### config.mk
export PLATFORM = sky130hd
export DESIGN_NAME = pipeline_hazard_ctrl
export DESIGN_NICKNAME = d
export VERILOG_FILES = /design/src/rtl/pipe_ctrl_pkg.sv /design/src/rtl/sat_counter.sv /design/src/rtl/pipeline_hazard_ctrl.sv
export SDC_FILE = /design/constraint.sdc
export NUM_CORES = 1
export LEC_CHECK = 0
export BUFFER_PORTS_ARGS = -buffer_cell sky130_fd_sc_hd__buf_2
export CAP_MARGIN = 10
export CORE_MARGIN = 8
export CORE_UTILIZATION = 34
export CTS_BUF_LIST = sky130_fd_sc_hd__clkbuf_2
export CTS_CLUSTER_DIAMETER = 100
export DETAILED_ROUTE_END_ITERATION = 7
export PLACE_DENSITY = 0.56
export SYNTH_ARGS = -nofsm -noshare
export SYNTH_HDL_FRONTEND = slang
export SYNTH_SLANG_ARGS = --single-unit
### constraint.sdc
create_clock -name clk -period 2.54 [get_ports clk]
set_clock_uncertainty 0.2 [all_clocks]
set_input_delay 0.127 -clock clk [delete_from_list [all_inputs] [get_ports clk]]
set_output_delay 0.127 -clock clk [all_outputs]
set_load 0.02 [all_outputs]
### src/rtl/pipe_ctrl_pkg.sv
// pipe_ctrl_pkg: shared state encoding and register-index width for the hazard controller
package pipe_ctrl_pkg;
  localparam int REG_W = 5;
  typedef enum logic [1:0] {RUN = 2'd0, MWAIT = 2'd1, FAULT = 2'd2} state_e;
endpackage

### src/rtl/sat_counter.sv
// sat_counter: synchronous-clear up-counter that holds at all-ones
module sat_counter #(
  parameter int CNT_W = 16
) (
  input  logic             clk,
  input  logic             clear,
  input  logic             inc,
  output logic [CNT_W-1:0] cnt
);
  logic [CNT_W-1:0] cnt_d, cnt_q;
  always_comb cnt_d = clear ? '0 : (inc && !(&cnt_q)) ? cnt_q + 1'b1 : cnt_q;
  always_ff @(posedge clk) cnt_q <= cnt_d;
  assign cnt = cnt_q;
endmodule

### src/rtl/pipeline_hazard_ctrl.sv
// pipeline_hazard_ctrl: stall/flush controller for load-use, taken-branch and data-memory wait hazards
module pipeline_hazard_ctrl
  import pipe_ctrl_pkg::*;
#(
  parameter int MEM_TIMEOUT = 255,
  parameter int CNT_W       = 16
) (
  input  logic             clk,
  input  logic             rst_n,
  input  logic [REG_W-1:0] id_rs1,
  input  logic [REG_W-1:0] id_rs2,
  input  logic             id_rs1_used,
  input  logic             id_rs2_used,
  input  logic [REG_W-1:0] ex_rd,
  input  logic             ex_RFwe,
  input  logic             ex_is_load,
  input  logic             ex_br_taken,
  input  logic             mem_dm_req,
  input  logic             mem_dm_ack,
  output logic             pc_stop,
  output logic             ifid_stop,
  output logic             ifid_flush,
  output logic             idex_stop,
  output logic             idex_flush,
  output logic             exmem_stop,
  output logic             memwb_flush,
  output logic             fault,
  output logic [CNT_W-1:0] stall_cnt,
  output logic [CNT_W-1:0] flush_cnt
);
  state_e      state_d, state_q;
  logic [15:0] wait_cnt_d, wait_cnt_q;
  logic        lu_haz, mw, freeze, br_evt;
  assign lu_haz = ex_is_load && ex_RFwe && ex_rd != '0 &&
                  ((id_rs1_used && id_rs1 == ex_rd) || (id_rs2_used && id_rs2 == ex_rd));
  assign mw = mem_dm_req && !mem_dm_ack;
  always_comb begin
    state_d     = state_q;
    wait_cnt_d  = wait_cnt_q;
    freeze      = 1'b0;
    br_evt      = 1'b0;
    pc_stop     = 1'b0;
    ifid_stop   = 1'b0;
    ifid_flush  = 1'b0;
    idex_stop   = 1'b0;
    idex_flush  = 1'b0;
    memwb_flush = 1'b0;
    fault       = 1'b0;
    if (!rst_n) begin
      ifid_flush  = 1'b1;
      idex_flush  = 1'b1;
      memwb_flush = 1'b1;
    end else if (state_q == FAULT) begin
      freeze = 1'b1;
      fault  = 1'b1;
    end else if (mw) begin
      freeze = 1'b1;
      if (state_q == RUN) begin
        state_d    = MWAIT;
        wait_cnt_d = 16'd1;
      end else if (wait_cnt_q == 16'(MEM_TIMEOUT)) begin
        state_d = FAULT;
        fault   = 1'b1;
      end else wait_cnt_d = wait_cnt_q + 16'd1;
    end else begin
      // release cycle of a wait decodes exactly like RUN
      state_d    = RUN;
      wait_cnt_d = '0;
      br_evt     = ex_br_taken;
      pc_stop    = !ex_br_taken && lu_haz;
      ifid_stop  = !ex_br_taken && lu_haz;
      ifid_flush = ex_br_taken;
      idex_flush = ex_br_taken || lu_haz;
    end
    if (freeze) begin
      pc_stop     = 1'b1;
      ifid_stop   = 1'b1;
      idex_stop   = 1'b1;
      memwb_flush = 1'b1;
    end
  end
  assign exmem_stop = freeze;
  always_ff @(posedge clk) begin
    if (!rst_n) begin
      state_q    <= RUN;
      wait_cnt_q <= '0;
    end else begin
      state_q    <= state_d;
      wait_cnt_q <= wait_cnt_d;
    end
  end
  sat_counter #(.CNT_W(CNT_W)) u_stall_cnt (.clk(clk), .clear(!rst_n), .inc(pc_stop), .cnt(stall_cnt));
  sat_counter #(.CNT_W(CNT_W)) u_flush_cnt (.clk(clk), .clear(!rst_n), .inc(br_evt), .cnt(flush_cnt));
endmodule

==> flow_metrics.env, run 1 <==
export IMPL_synth_simple_area_share_pct=30.1
export IMPL_nets=418
export IMPL_ys_flop_type="dfxtp_1"
export IMPL_hold_depth=4
export IMPL_ant_nets=0
export IMPL_max_slew_worst_pin_slew_ns=0.463
export IMPL_drt_vias_per_instance=4.98
export IMPL_cp_arrival_ns=1.99
export IMPL_clk_transition_reported_paths_ns=0.24
export IMPL_fin_crit_ns=2.31
export IMPL_synthMuxAreaShare_pct=2.68
export IMPL_cts_tree="yes"
export IMPL_yosysSeqAreaShare_pct=38.3
export IMPL_maxSlewViolCount=0
export IMPL_core_um2=7570
export IMPL_final_setup_worst_slack_ns=0.226
export IMPL_synth_commonest_cells="dfxtp_1, nor2_1, nand2_1"
export IMPL_max_freq_ghz=0.432
export IMPL_synth_distinct_cells=44
export IMPL_p_total_mw=1.22
export IMPL_cp_slowest_cell="dfxtp_1"
export IMPL_hold_viol=0
export IMPL_io_pins=64
export IMPL_synth_compound_area_share_pct=13.1
export IMPL_worstRegToRegCells=7
export IMPL_grt_max_degree=22
export IMPL_final_setup_viol_count=0
export IMPL_drive_gt1_share_pct=21.5
export IMPL_io_buffers=63
export IMPL_holdCritPathClass="in2reg"
export IMPL_drt_iter0_markers=100
export IMPL_avgSynthCellArea_um2=8.14
export IMPL_peakVddDrop_uv=185
export IMPL_clockBufferDepth=2
export IMPL_critical_path_class="reg2out"
export IMPL_cts_htree_levels=2
export IMPL_vias=2451
export IMPL_die_height_um=104
export IMPL_ys_seq_elements=50
export IMPL_synth_edf_count=0
export IMPL_grt_pass1_wl_um=11600
export IMPL_fin_crit_sh_pct=91.1
export IMPL_crit_required_ns=2.21
export IMPL_leakage_nw=1.17
export IMPL_wl_per_cell_um=13.4
export IMPL_dr_pass1_iters=4
export IMPL_grt_pass1_vias=2490
export IMPL_rsz0062_at_grt="false"
export IMPL_crit_top_cell="nand2_1"
export IMPL_mappedNetlistArea_um2=2610
export IMPL_globalRouteOverflowTotal=0
export IMPL_synth_area_leaders="dfxtp_1, xnor2_1, nor2_1, nand3_1, nand2_1"
export IMPL_cts_buffers=5
export IMPL_synth_fa_ha_area_share_pct=1.44
export IMPL_slew_headroom_pct=69.1
export IMPL_status="complete, no violations"
export IMPL_timing_max_cap_violations=0
export IMPL_drc_errors=0
export IMPL_post_place_ws_ns=0.377
export IMPL_r2r_slack_ns=0.36
export IMPL_synth_top_area_cell="dfxtp_1"
export IMPL_dieArea_um2=10700
export IMPL_dp_hpwl_um=4990
export IMPL_crit_path_max_fanout=11
export IMPL_antenna_found_initial=0
export IMPL_p_per_area_nw_per_um2=392
export IMPL_place_congestion=0.766
export IMPL_num_rows=32
export IMPL_floorplan_initialDensity_pct=34.5
export IMPL_slowest_delay_ns=0.54
export IMPL_synthArstFlopShare_pct=0
export IMPL_diodes=0
export IMPL_yosys_area_top_type_share_pct=38.3
export IMPL_crit_path_end_kind="primary output"
export IMPL_finalSetupTns_ns=0
export IMPL_worstSetupStartpointType="flop"
export IMPL_clk_latency_ns=0.41
export IMPL_synthXorXnorAreaFrac_pct=10.4
export IMPL_yosysWarnings=0
export IMPL_wirelength_um=6570
export IMPL_synth_top_family_by_area="simple AND/OR/NAND/NOR gates"
export IMPL_synth_nets=348
export IMPL_synthCells=321
export IMPL_final_fill_count=807
export IMPL_grt_usage_pct=12.4
export IMPL_crit_chain="and2b_1 -> nor2_1 -> buf_4 -> nand2_1 -> nand2_1 -> o21bai_1 -> buf_2"
export IMPL_die_w_um=104
export IMPL_root_buffer="clkbuf_2"
export IMPL_yosysMostFrequentCell="dfxtp_1"
export IMPL_clock_sinks=50
export IMPL_syn2layout_area_growth_pct=19.6
flip-flops by register name, indices dropped and copies added (netlist names):
register and flops:
u_flush_cnt.cnt 16, u_stall_cnt.cnt 16, wait_cnt_q 16, state_q 2
cells by family (layout without fill, tap and decap cells):
family,Yosys count,count (layout)
flip-flops,50,50
multiplexers,7,7
buffers and inverters,22,91
AND/OR/NAND/NOR,157,157
XOR/XNOR,31,31
AO/OA/AOI/OAI,51,51
adder cells (fa/ha/maj),3,3
cell type report:
| class | instances | area [µm²] | share of cell area (%) |
|---|---|---|---|
| Inverter | 10 | 37.5 | 1.20 |
| Multi-Input combinational cell | 249 | 1520 | 48.5 |
| Clock inverter | 1 | 3.75 | 0.120 |
| Timing Repair Buffer | 75 | 413 | 13.2 |
| Clock buffer | 5 | 25.0 | 0.801 |
| Tap cell | 102 | 128 | 4.08 |
| Sequential cell | 50 | 1000 | 32.0 |
worst max-delay path: cells and delay by family, from the launching register on:
kind / cells / cell delay (ns)
AND/OR/NAND/NOR: 4 / 0.56
flip-flops: 1 / 0.54
buffers and inverters: 2 / 0.35
AO/OA/AOI/OAI: 1 / 0.13
routing by layer:
| metal | GRT usage [%] | vias to the layer above | share of wire [%] |
|---|---|---|---|
| met5 | 0 | - | 0 |
| met3 | 2.97 | 5 | 4.1 |
| met4 | 3.72 | 0 | 1.1 |
| li1 | - | 1276 | - |
| met1 | 15.5 | 1133 | 48 |
| met2 | 20.8 | 37 | 46 |
path summary, 6_finish.rpt:
check,end,startpoint
setup / recovery,idex_flush,state_q[0]
hold / removal,wait_cnt_q[10],rst_n
setup reg to reg,u_stall_cnt.cnt[1],u_stall_cnt.cnt[2]
hold reg to reg,u_flush_cnt.cnt[12],u_flush_cnt.cnt[12]
metrics by stage:
step | utilization, % | hold slack [ns] | cells | instance area [µm²]
3_5_place_dp | 40.0 | 0.289 | 479 | 3030
4_1_cts | 40.9 | 0.00612 | 488 | 3090
2_1_floorplan | - | 0.154 | 321 | 2610
5_1_grt | 41.3 | 0.0165 | 492 | 3120
6_report | 41.3 | 0.0392 | 492 | 3120
3_3_place_gp | 40.0 | 0.284 | 479 | 3030
report_power, final:
part	leakage (nW)	switching, mW	internal [mW]
Clock	0.0223	0.242	0.0547
Sequential	0.403	0.00801	0.793
Combinational	0.741	0.0736	0.0538
timing repair:
action,in CTS,in global routing
endpoints found under the hold margin,2,0
buffers inserted,0,4
endpoints found under the setup margin,1,1
resized for setup,1,0
hold buffers,3,0
pin swaps,0,1
layout by cell type (no fill, tap or decap), drive strengths merged, types with 2 or more instances in the layout:
cell type / count
o22a: 2
nand4: 11
a21oi: 11
o211ai: 8
nor4: 7
and3: 5
nor3: 8
xor2: 11
nand3: 28
nor2b: 3
and4: 3
mux2i: 7
xnor2: 20
o31ai: 9
clkbuf: 5
o22ai: 2
or3: 6
nand2: 34
inv: 10
nor2: 42
ha: 3
nand3b: 2
o21ai: 14
nand2b: 4
buf: 72
dlygate4sd3: 3
dfxtp: 50
Note: power is estimated with default switching activity, not from simulation.
==> run 2: changes to the inputs <==
--- a/config.mk
+++ b/config.mk
@@ -6,13 +6,13 @@
 export NUM_CORES = 1
 export LEC_CHECK = 0
 export BUFFER_PORTS_ARGS = -buffer_cell sky130_fd_sc_hd__buf_2
-export CAP_MARGIN = 10
 export CORE_MARGIN = 8
-export CORE_UTILIZATION = 34
+export CORE_UTILIZATION = 54
 export CTS_BUF_LIST = sky130_fd_sc_hd__clkbuf_2
 export CTS_CLUSTER_DIAMETER = 100
 export DETAILED_ROUTE_END_ITERATION = 7
-export PLACE_DENSITY = 0.56
+export PLACE_DENSITY = 0.82
+export RECOVER_POWER = 100
 export SYNTH_ARGS = -nofsm -noshare
 export SYNTH_HDL_FRONTEND = slang
 export SYNTH_SLANG_ARGS = --single-unit
==> run 2 against run 1 <==
Against the previous run:
- die area decreased by 32%
- register-to-register slack lost 0.20 ns
- critical path depth grew 1
- final cell count is 10% lower
- non-clock buffer count decreased by 3
- total power grew 12%
- via count grew 2.4%
- clock power rose by 52%
- combinational power is 3% lower
- largest cell class unchanged
==> flow_metrics.env, run 2 (synthesis results as in run 1) <==
export IMPL_dr_pass1_iters=4
export IMPL_cts_htree_levels=2
export IMPL_status="complete, no violations"
export IMPL_die_height_um=85.6
export IMPL_io_pins=64
export IMPL_crit_chain="ha_1 -> nand3_1 -> nor4_1 -> nor4_1 -> a21oi_4 -> buf_4 -> mux2i_1 -> nor2_1"
export IMPL_fin_crit_sh_pct=93.8
export IMPL_ant_nets=0
export IMPL_cts_buffers=5
export IMPL_leakage_nw=1.01
export IMPL_p_per_area_nw_per_um2=455
export IMPL_critical_path_class="reg2reg"
export IMPL_slew_headroom_pct=66.9
export IMPL_min_to="u_stall_cnt.cnt[14]"
export IMPL_hold_depth=5
export IMPL_clockBufferDepth=2
export IMPL_floorplan_initialDensity_pct=55.7
export IMPL_crit_path_max_fanout=26
export IMPL_maxSlewViolCount=0
export IMPL_peakVddDrop_uv=340
export IMPL_nets=415
export IMPL_worstRegToRegCells=8
export IMPL_dpl_cell_area_um2=2950
export IMPL_max_freq_ghz=0.420
export IMPL_hold_viol=0
export IMPL_hold_start="ex_br_taken"
export IMPL_wl_per_cell_um=14.3
export IMPL_drc_errors=0
export IMPL_dieArea_um2=7320
export IMPL_post_place_ws_ns=0.352
export IMPL_dp_hpwl_um=4740
export IMPL_grt_usage_pct=17.4
export IMPL_r2r_slack_ns=0.16
export IMPL_final_setup_worst_slack_ns=0.156
export IMPL_drt_vias_per_instance=5.67
export IMPL_cp_arrival_ns=2.56
export IMPL_final_common_cell="dfxtp_1"
export IMPL_grt_max_degree=27
export IMPL_wirelength_um=6320
export IMPL_diodes=0
export IMPL_crit_top_cell="nor4_1"
export IMPL_r2r_start="u_stall_cnt.cnt[0]"
export IMPL_clock_sinks=50
export IMPL_final_util_pct=64.3
export IMPL_final_setup_viol_count=0
export IMPL_fin_area_um2=3020
export IMPL_clk_latency_ns=0.45
export IMPL_slowest_delay_ns=0.48
export IMPL_layout_common_cells="dfxtp_1, nor2_1, clkbuf_1, nand2_1, nand3_1"
export IMPL_io_buffers=63
export IMPL_grt_pass1_vias=2405
export IMPL_num_rows=25
export IMPL_core_um2=4690
export IMPL_max_slew_worst_pin_slew_ns=0.492
export IMPL_r2r_end="u_stall_cnt.cnt[1]"
export IMPL_vias=2511
export IMPL_timing_max_cap_violations=0
export IMPL_place_congestion=0.822
export IMPL_die_w_um=85.6
export IMPL_rsz0062_at_grt="false"
export IMPL_worstSetupStartpointType="flop"
export IMPL_finalSetupTns_ns=0
export IMPL_cp_slowest_cell="dfxtp_1"
export IMPL_drt_iter0_markers=95
export IMPL_grt_pass1_wl_um=10600
export IMPL_antenna_found_initial=0
export IMPL_holdCritPathClass="in2reg"
export IMPL_whs_ns=0.0661
export IMPL_globalRouteOverflowTotal=0
export IMPL_clk_transition_reported_paths_ns=0.26
export IMPL_syn2layout_area_growth_pct=15.6
export IMPL_root_buffer="clkbuf_2"
export IMPL_cts_tree="yes"
export IMPL_crit_required_ns=2.72
export IMPL_drive_gt1_share_pct=10.5
export IMPL_crit_path_end_kind="flop"
export IMPL_fin_crit_ns=2.38
run 2: changes by cell type in the layout (fill, tap and decap cells not counted), moves of 2 or more:
cell      before  now
buf_2         63   25
buf_4          9    3
clkbuf_1       0   39
nor4_1         5    7
nor4_2         2    0
run 2: repair_timing:
item	4_1_cts	5_1_grt
pin swaps	0	1
gates cloned	0	0
hold endpoints to repair	24	0
gates resized for setup	1	0
hold buffers	4	0
buffers inserted	0	2
endpoints found under the setup margin	1	1
run 2: power by group:
group / total, mW / switching (mW) / internal (mW)
clock: 0.449 / 0.277 / 0.172
sequential: 0.802 / 0.00812 / 0.794
combinational: 0.123 / 0.0720 / 0.0506
total: 1.37 / 0.357 / 1.02
run 2: how the worst max path moves through the flow:
stage / start / to / cells past startpoint
3_3_place_gp: u_stall_cnt.cnt[2] / u_stall_cnt.cnt[1] / 7
2_1_floorplan: u_stall_cnt.cnt[2] / u_stall_cnt.cnt[1] / 7
5_1_grt: state_q[0] / idex_flush / 6
6_report: u_stall_cnt.cnt[0] / u_stall_cnt.cnt[1] / 8
4_1_cts: wait_cnt_q[12] / fault / 5
3_5_place_dp: u_stall_cnt.cnt[0] / u_stall_cnt.cnt[1] / 8
run 2: final cells by class:
| cell class | instances | area, µm² |
|---|---|---|
| Fill cell | 438 | 1670 |
| Tap cell | 54 | 67.6 |
| Inverter | 10 | 37.5 |
| Clock buffer | 5 | 25.0 |
| Sequential cell | 50 | 1000 |
| Multi-Input combinational cell | 249 | 1500 |
| Clock inverter | 3 | 47.5 |
| Timing Repair Buffer | 72 | 342 |
run 2: critical path: cells and delay by family (launching register included):
| kind | cells | cell delay [ns] |
|---|---|---|
| AOI/OAI and AO/OA | 1 | 0.16 |
| adders and majority gates | 1 | 0.28 |
| buffers and inverters | 1 | 0.28 |
| DFF | 1 | 0.48 |
| muxes | 1 | 0.23 |
| and+or+nand+nor | 4 | 0.68 |
run 2: stage by stage:
| step | instances | power (mW) |
|---|---|---|
| after global routing | 443 | 1.43 |
| after CTS | 441 | 1.39 |
| after floorplan | 321 | 0.892 |
| after detailed placement | 429 | 0.937 |
| after global placement | 429 | 0.933 |
| final | 443 | 1.37 |
run 2: layer usage:
| layer | vias up | track usage, % | routed length [µm] |
|---|---|---|---|
| li1 | 1263 | - | - |
| met1 | 1164 | 20.9 | 2710 |
| met2 | 75 | 29.6 | 3200 |
| met3 | 9 | 3.82 | 347 |
| met4 | 0 | 6.21 | 73 |
| met5 | - | 0 | 0 |
